[src/rtl/uart_tx_cfg.sv]
// uart_tx_cfg: parametrised UART transmitter.
// Serialises one DATA_BITS word per frame onto serial_out, LSB first:
// start bit (0), data, optional parity bit, STOP_BITS stop bits (1).
// Each bit lasts CLKS_PER_BIT clk cycles. A word is accepted with a
// valid/ready handshake while idle; tx_done pulses for one cycle when the
// last stop bit has completed.
module uart_tx_cfg #(
    parameter int CLKS_PER_BIT = 434,
    parameter int DATA_BITS    = 8,
    parameter int PARITY       = 0,
    parameter int STOP_BITS    = 1
) (
    input  logic                 clk,
    input  logic                 rstn,
    input  logic                 tx_valid,
    input  logic [DATA_BITS-1:0] tx_data,
    output logic                 tx_ready,
    output logic                 tx_busy,
    output logic                 tx_done,
    output logic                 serial_out
);

    // Reject illegal configurations while the design is being elaborated.
    if (CLKS_PER_BIT < 2) begin : g_bad_cpb
        $error("uart_tx_cfg: CLKS_PER_BIT must be >= 2");
    end
    if (DATA_BITS < 5 || DATA_BITS > 9) begin : g_bad_data_bits
        $error("uart_tx_cfg: DATA_BITS must be in 5..9");
    end
    if (PARITY < 0 || PARITY > 2) begin : g_bad_parity
        $error("uart_tx_cfg: PARITY must be 0 (none), 1 (odd) or 2 (even)");
    end
    if (STOP_BITS < 1 || STOP_BITS > 2) begin : g_bad_stop_bits
        $error("uart_tx_cfg: STOP_BITS must be 1 or 2");
    end

    localparam int CNT_W = (CLKS_PER_BIT > 2) ? $clog2(CLKS_PER_BIT) : 1;
    localparam int IDX_W = (DATA_BITS > 2) ? $clog2(DATA_BITS) : 2;

    localparam logic [CNT_W-1:0] BAUD_LAST  = CNT_W'(CLKS_PER_BIT - 1);
    localparam logic [IDX_W-1:0] DATA_LAST  = IDX_W'(DATA_BITS - 1);
    localparam logic [IDX_W-1:0] STOP_LAST  = IDX_W'(STOP_BITS - 1);
    localparam bit               HAS_PARITY = (PARITY != 0);
    localparam bit               ODD_PARITY = (PARITY == 1);

    localparam logic [2:0] ST_IDLE   = 3'd0;
    localparam logic [2:0] ST_START  = 3'd1;
    localparam logic [2:0] ST_DATA   = 3'd2;
    localparam logic [2:0] ST_PARITY = 3'd3;
    localparam logic [2:0] ST_STOP   = 3'd4;

    logic [2:0]           state;
    logic [CNT_W-1:0]     baud_cnt;
    logic [IDX_W-1:0]     bit_idx;
    logic [DATA_BITS-1:0] shift_reg;
    logic                 parity_bit;
    logic                 bit_end;

    // The current bit period finishes at the coming edge.
    assign bit_end = (baud_cnt == BAUD_LAST);
    assign tx_busy = ~tx_ready;

    // Baud counter: held at zero while idle, wraps at every bit boundary.
    // NOTE: reset here is synchronous (sampled at posedge), so rstn sits in the
    // body of the clocked block rather than in the sensitivity list.
    always_ff @(posedge clk) begin
        if (!rstn || state == ST_IDLE) begin
            baud_cnt <= '0;
        end else if (bit_end) begin
            baud_cnt <= '0;
        end else begin
            baud_cnt <= baud_cnt + 1'b1;
        end
    end

    // Frame sequencer: accepts a word, then walks start/data/parity/stop bits,
    // driving the registered line value for the bit that begins at each boundary.
    // NOTE: every register here uses <= so all of them update from the values
    // seen before the edge, independent of statement order.
    always_ff @(posedge clk) begin
        if (!rstn) begin
            state      <= ST_IDLE;
            bit_idx    <= '0;
            shift_reg  <= '0;
            parity_bit <= 1'b0;
            serial_out <= 1'b1;
            tx_ready   <= 1'b1;
            tx_done    <= 1'b0;
        end else begin
            tx_done <= 1'b0;
            case (state)
                ST_IDLE: begin
                    serial_out <= 1'b1;
                    if (tx_valid) begin
                        state      <= ST_START;
                        shift_reg  <= tx_data;
                        parity_bit <= ODD_PARITY ? ~^tx_data : ^tx_data;
                        serial_out <= 1'b0;
                        bit_idx    <= '0;
                        tx_ready   <= 1'b0;
                    end
                end
                ST_START: begin
                    if (bit_end) begin
                        state      <= ST_DATA;
                        serial_out <= shift_reg[0];
                        shift_reg  <= shift_reg >> 1;
                        bit_idx    <= '0;
                    end
                end
                ST_DATA: begin
                    if (bit_end) begin
                        if (bit_idx == DATA_LAST) begin
                            bit_idx <= '0;
                            if (HAS_PARITY) begin
                                state      <= ST_PARITY;
                                serial_out <= parity_bit;
                            end else begin
                                state      <= ST_STOP;
                                serial_out <= 1'b1;
                            end
                        end else begin
                            bit_idx    <= bit_idx + 1'b1;
                            serial_out <= shift_reg[0];
                            shift_reg  <= shift_reg >> 1;
                        end
                    end
                end
                ST_PARITY: begin
                    if (bit_end) begin
                        state      <= ST_STOP;
                        serial_out <= 1'b1;
                        bit_idx    <= '0;
                    end
                end
                ST_STOP: begin
                    if (bit_end) begin
                        if (bit_idx == STOP_LAST) begin
                            state      <= ST_IDLE;
                            bit_idx    <= '0;
                            tx_ready   <= 1'b1;
                            tx_done    <= 1'b1;
                        end else begin
                            bit_idx <= bit_idx + 1'b1;
                        end
                    end
                end
                default: begin
                    state      <= ST_IDLE;
                    bit_idx    <= '0;
                    serial_out <= 1'b1;
                    tx_ready   <= 1'b1;
                end
            endcase
        end
    end

endmodule
[config.mk]
export PLATFORM = sky130hd
export DESIGN_NAME = uart_tx_cfg
export DESIGN_NICKNAME = d
export VERILOG_FILES = /design/src/rtl/uart_tx_cfg.sv
export SDC_FILE = /design/constraint.sdc
export NUM_CORES = 1
export LEC_CHECK = 0
export ABC_CLOCK_PERIOD_IN_PS = 1880
export BUFFER_PORTS_ARGS = -buffer_cell sky130_fd_sc_hd__buf_2
export CAP_MARGIN = 20
export CELL_PAD_IN_SITES_DETAIL_PLACEMENT = 1
export CELL_PAD_IN_SITES_GLOBAL_PLACEMENT = 1
export CORE_ASPECT_RATIO = 0.5
export CORE_MARGIN = 2
export CORE_UTILIZATION = 39
export CTS_BUF_LIST = sky130_fd_sc_hd__clkbuf_16
export DETAILED_ROUTE_END_ITERATION = 10
export HOLD_SLACK_MARGIN = 0.1
export PLACE_DENSITY_LB_ADDON = 0.1
export SYNTH_ARGS = -nofsm -noshare
export SYNTH_HDL_FRONTEND = slang
export SYNTH_SLANG_ARGS = --single-unit
[constraint.sdc]
create_clock -name clk -period 1.88 [get_ports clk]
set_input_delay 0.094 -clock clk [delete_from_list [all_inputs] [get_ports clk]]
set_output_delay 0.094 -clock clk [all_outputs]
set_load 0.005 [all_outputs]
# Word-level counts from Yosys, hierarchy flattened
# Index checks and enable logic that the tools add are counted.
# word_totals
elab_cells	72
reg_bits	26
output_inout_bits	4
input_bits	11
# classes
n_bitwise	3
add_sub_neg	2
n_reduce_logical	14
n_eq_ne	15
muxes	31
# op_table
operator	n
two-way mux 3 bit	13
two-way mux 8 bit	4
case mux 8 bit (3 select lines)	1
!= test 2 bit (second input constant)	8
case mux 3 bit (5 select lines)	1
case mux 3 bit (4 select lines)	1
AND reduction 4 bit	3
adder 9 x 1 -> 9 bit (second input constant)	1
equality test 9 bit (second input constant)	1
two-way mux 1 bit	9
AND reduction 7 bit	1
equality test 3 x 2 -> 1 bit (second input constant)	2
equality test 3 bit (second input constant)	2
logical NOT 3 bit	2
case mux 1 bit (5 select lines)	1
AND reduction 5 bit	1
OR reduction 2 bit	2
adder 3 x 1 -> 3 bit (second input constant)	1
equality test 3 x 1 -> 1 bit (second input constant)	1
NOT 1 bit	3
case mux 1 bit (3 select lines)	1
AND reduction 3 bit	1
nonzero test 3 bit	1
OR reduction 3 bit	1
other kinds (3)	3

# Longest topological paths before layout
# logic_depth
depth_word	4
ltp_mapped	8
mapped_depth_nobuf	7

# Worst setup path before layout
# OpenSTA, ideal clock, no wires.
# synth_timing
path_kind	register -> register
startpoint	register bit_idx[0]
endpoint	register shift_reg[4]
stages_incl_launch_ff	9
slack_ns	0.016
required_time_ns	1.801
period_less_slack_ns	1.864
t_arrival_ns	1.785
path_buffers	1
setup_time_ns	0.079
path_cell_list	dfxtp_1 -> ha_1 -> ha_1 -> or3b_1 -> a21oi_2 -> a21boi_4 -> buf_6 -> nor2_1 -> a211oi_2
# synth_between
elab_chain_len	3
# synth_lines
element	line_no	source
start: declaration	54	logic [IDX_W-1:0] bit_idx;
start signal: assignment	123	bit_idx <= bit_idx + 1'b1;
start signal: assignment	144	bit_idx <= bit_idx + 1'b1;
equality test 3 bit	113	if (bit_idx == DATA_LAST) begin
!= test 2 bit (no line)	-	
AND reduction 5 bit (no line)	-	
end signal: assignment	96	shift_reg <= tx_data;
end signal: assignment	107	shift_reg <= shift_reg >> 1;
end signal: assignment	125	shift_reg <= shift_reg >> 1;
end: declaration	55	logic [DATA_BITS-1:0] shift_reg;
# Every way passes these cells.
# A chain may end at the register's enable or synchronous reset.

# Worst setup path in the final report
# layout_timing
startpoint	register bit_idx[0]
endpoint	register shift_reg[7]
# The elaborated chain is that of the path after synthesis.

==> results.ini <==
[outcome]
status = finished with violations
violations = setup timing

[synthesis]
avgSynthCellArea_um2 = 9.01
ys_dominant_reg_cell = dfxtp_1
ys_ff_latch = 26
synth_cell_types = 36
synth_top_area_share_pct = 39.0
synth_fp_nets = 164
yosys.area.top_type = dfxtp_1
syn_inst = 148
synth-edff-count = 0
synthArstFlopShare_pct = 0
ys_seq_area_share_pct = 39.0
yosys_warnings = 0
yosys-top-cells-area = dfxtp_1 39%, mux2i_1 8.3%, nor2_1 7.3%
syn_area_um2 = 1330

[grt]
grt_overflow = 0
grt_pass1_vias = 1155
track_usage_pct = 18.0
antenna_found_initial = 0
grt_max_degree = 17
grt_pass1_wl_um = 5320

[place]
place_congestion = 0.745
dp_slack_ps = -127
port_buffers = 14
dp_hpwl_um = 2150
place_area_um2 = 1520

[route]
routed_wl_um = 3110
avgViaCountPerCell = 5.22
drc = 0
ant_nets = 0
drt_iter0_markers = 45
dr.pass1.iters = 3
wire_per_inst_um = 14.3
vias = 1133

[min_path]
whs_endpoint = shift_reg[7]
hold_depth = 3
worstHoldStart = tx_data[7]
hold_path.class = input port to flip-flop

[flow_run]
drv_cap = 0

[timing]
slew_viol_final = 0
tightestPinTransition_ps = 686
hold_slack_ps = 121
fin_crit_sh_pct = 102
finalWorstSetupSlack_ps = -40.1
period_minus_slack_ps = 1920
setup_viol = 7
fmax_mhz = 521
skew_ps = 2.22
max_slew_margin_pct = 54.2
rsz0062_at_grt = yes
hold_viol = 0

[clocking]
clk_latency_ps = 260
cts_root_buf = clkbuf_16
cts_tree = built
cts_htree_levels = 1
cts.sinks = 26
cts_buffers = 3
ctsHoldBuffers = 0
clkTransAtPathRegs_ps = 60
clockBufferDepth = 2

[cells_and_area]
final_nets = 194
drive_above_1_share_pct = 33.9
n_antenna_cell = 0
mostFrequentLayoutCells = 24 x dfxtp_1, 21 x nor2_1, 14 x buf_2, 14 x buf_4, 11 x mux2i_1
area_growth_pct = 31.2
nFillCells = 359
largest_register_ffs = 9
layout_commonest_cell = dfxtp_1
stdcell_area_um2 = 1750

[power]
pwr-share-clk_pct = 25.8
worst_ir_drop_vdd_v = 0.000530
pwr-share-seq_pct = 37.5
p_sw_w = 0.000580
p_int_w = 0.00128
p_sw_share_pct = 31.3
pwr-share-comb_pct = 36.7
p_per_area_nw_per_um2 = 1060
p_leak_nw = 0.673

[setup_path]
cp.arrival_ps = 2050
path_buf_inv = 1
required_ps = 2010
r2r_start = bit_idx[0]
path_class = flip-flop to flip-flop
path_cells = ha_4 > ha_4 > or3b_4 > a21oi_4 > a21boi_4 > clkbuf_16 > nand2b_4 > a21oi_2
critPathMaxFanout = 6
cp-start-kind = flip-flop
cpPeakStageDelay_ps = 390
r2r_setup_slack_ps = -40
worst-r2r-cell-count = 8
crit_path_frequent_cell = ha_4
cp-end-kind = flip-flop
slowest_stage = or3b_4
critPathTopFamily = simple AND/OR/NAND/NOR gates
rr_endpoint = shift_reg[7]

[floorplan]
core-area_um2 = 3140
dieArea_um2 = 3930
initial_core_util_pct = 42.5
die_w_um = 86.7
io_pins = 15
die_height_um = 45.4
num_rows = 14

## cells by family after synthesis
kind of cell / Yosys count / synth area share (%)
buffers and inverters: 13 / 4.78
multiplexers: 11 / 8.26
AO/OA/AOI/OAI: 26 / 16.2
flip-flops: 26 / 39.0
AND/OR/NAND/NOR: 60 / 22.4
adder cells (fa/ha/maj): 5 / 4.69
XOR/XNOR: 7 / 4.60
## area by class of cell
class	instances	area [µm²]	share of cell area, %
well taps	40	50.0	2.86
flip-flops and latches	26	523	29.9
multi-input cells	109	833	47.6
repair buffers	32	243	13.9
inverters	6	22.5	1.29
clock buffers	3	75.1	4.29
clock inverters	1	3.75	0.214
## metal layers
layer  wire length, µm  global-route usage [%]  up-vias
li1                  -                       -      573
met1              1470                    21.8      543
met2              1500                    32.3       13
met3                94                    4.39        4
met4                38                    5.63        0
met5                 0                       0        -
## repair_timing
item	CTS	global route
gates resized for setup	19	5
endpoints found under the setup margin	8	8
gates cloned	1	0
buffers inserted	4	1
pin swaps	10	4
## power by group through the flow
stage          logic, W  registers, W  clock network [W]
3_5_place_dp   0.000526      0.000696                  0
4_1_cts        0.000665      0.000692           0.000501
6_report       0.000681      0.000696           0.000478
2_1_floorplan  0.000379      0.000675                  0
3_3_place_gp   0.000510      0.000692                  0
5_1_grt        0.000744      0.000705           0.000517
## tightest hold or removal path, cell delays in order
cell      delay [ps]
buf_2            100
nand3b_1          90
a21oi_2           60
## per-stage QoR
step / power, W / TNS [ps] / utilization (%) / cells
6_report: 0.00186 / -167 / 55.8 / 217
5_1_grt: 0.00197 / -650 / 55.8 / 217
4_1_cts: 0.00186 / -402 / 54.9 / 216
3_5_place_dp: 0.00122 / -565 / 48.3 / 207
3_3_place_gp: 0.00120 / -63.7 / 48.3 / 207
2_1_floorplan: 0.00105 / 0 / - / 148
## cells in the mapped netlist, types with 2 or more instances
cell,count
a211oi_1,4
a211oi_2,3
a21oi_1,6
buf_6,2
clkbuf_1,5
dfxtp_1,26
ha_1,5
inv_1,6
mux2i_1,11
nand2_1,9
nand2b_1,3
nand3_1,7
nor2_1,26
nor3_1,2
o21ai_0,6
or3_1,2
xnor2_1,5
xor2_1,2
## worst max-delay path by stage
stage	slack (ps)	start	end	cells after the start
final	-40	bit_idx[0]	shift_reg[7]	8
after global routing	-100	bit_idx[0]	shift_reg[7]	8
after CTS	-70	bit_idx[1]	shift_reg[7]	8
after detailed placement	-130	bit_idx[1]	shift_reg[3]	8
after global placement	-10	bit_idx[1]	shift_reg[4]	8
after floorplan	20	bit_idx[0]	shift_reg[4]	8
Power figures use the tool's default switching activity.
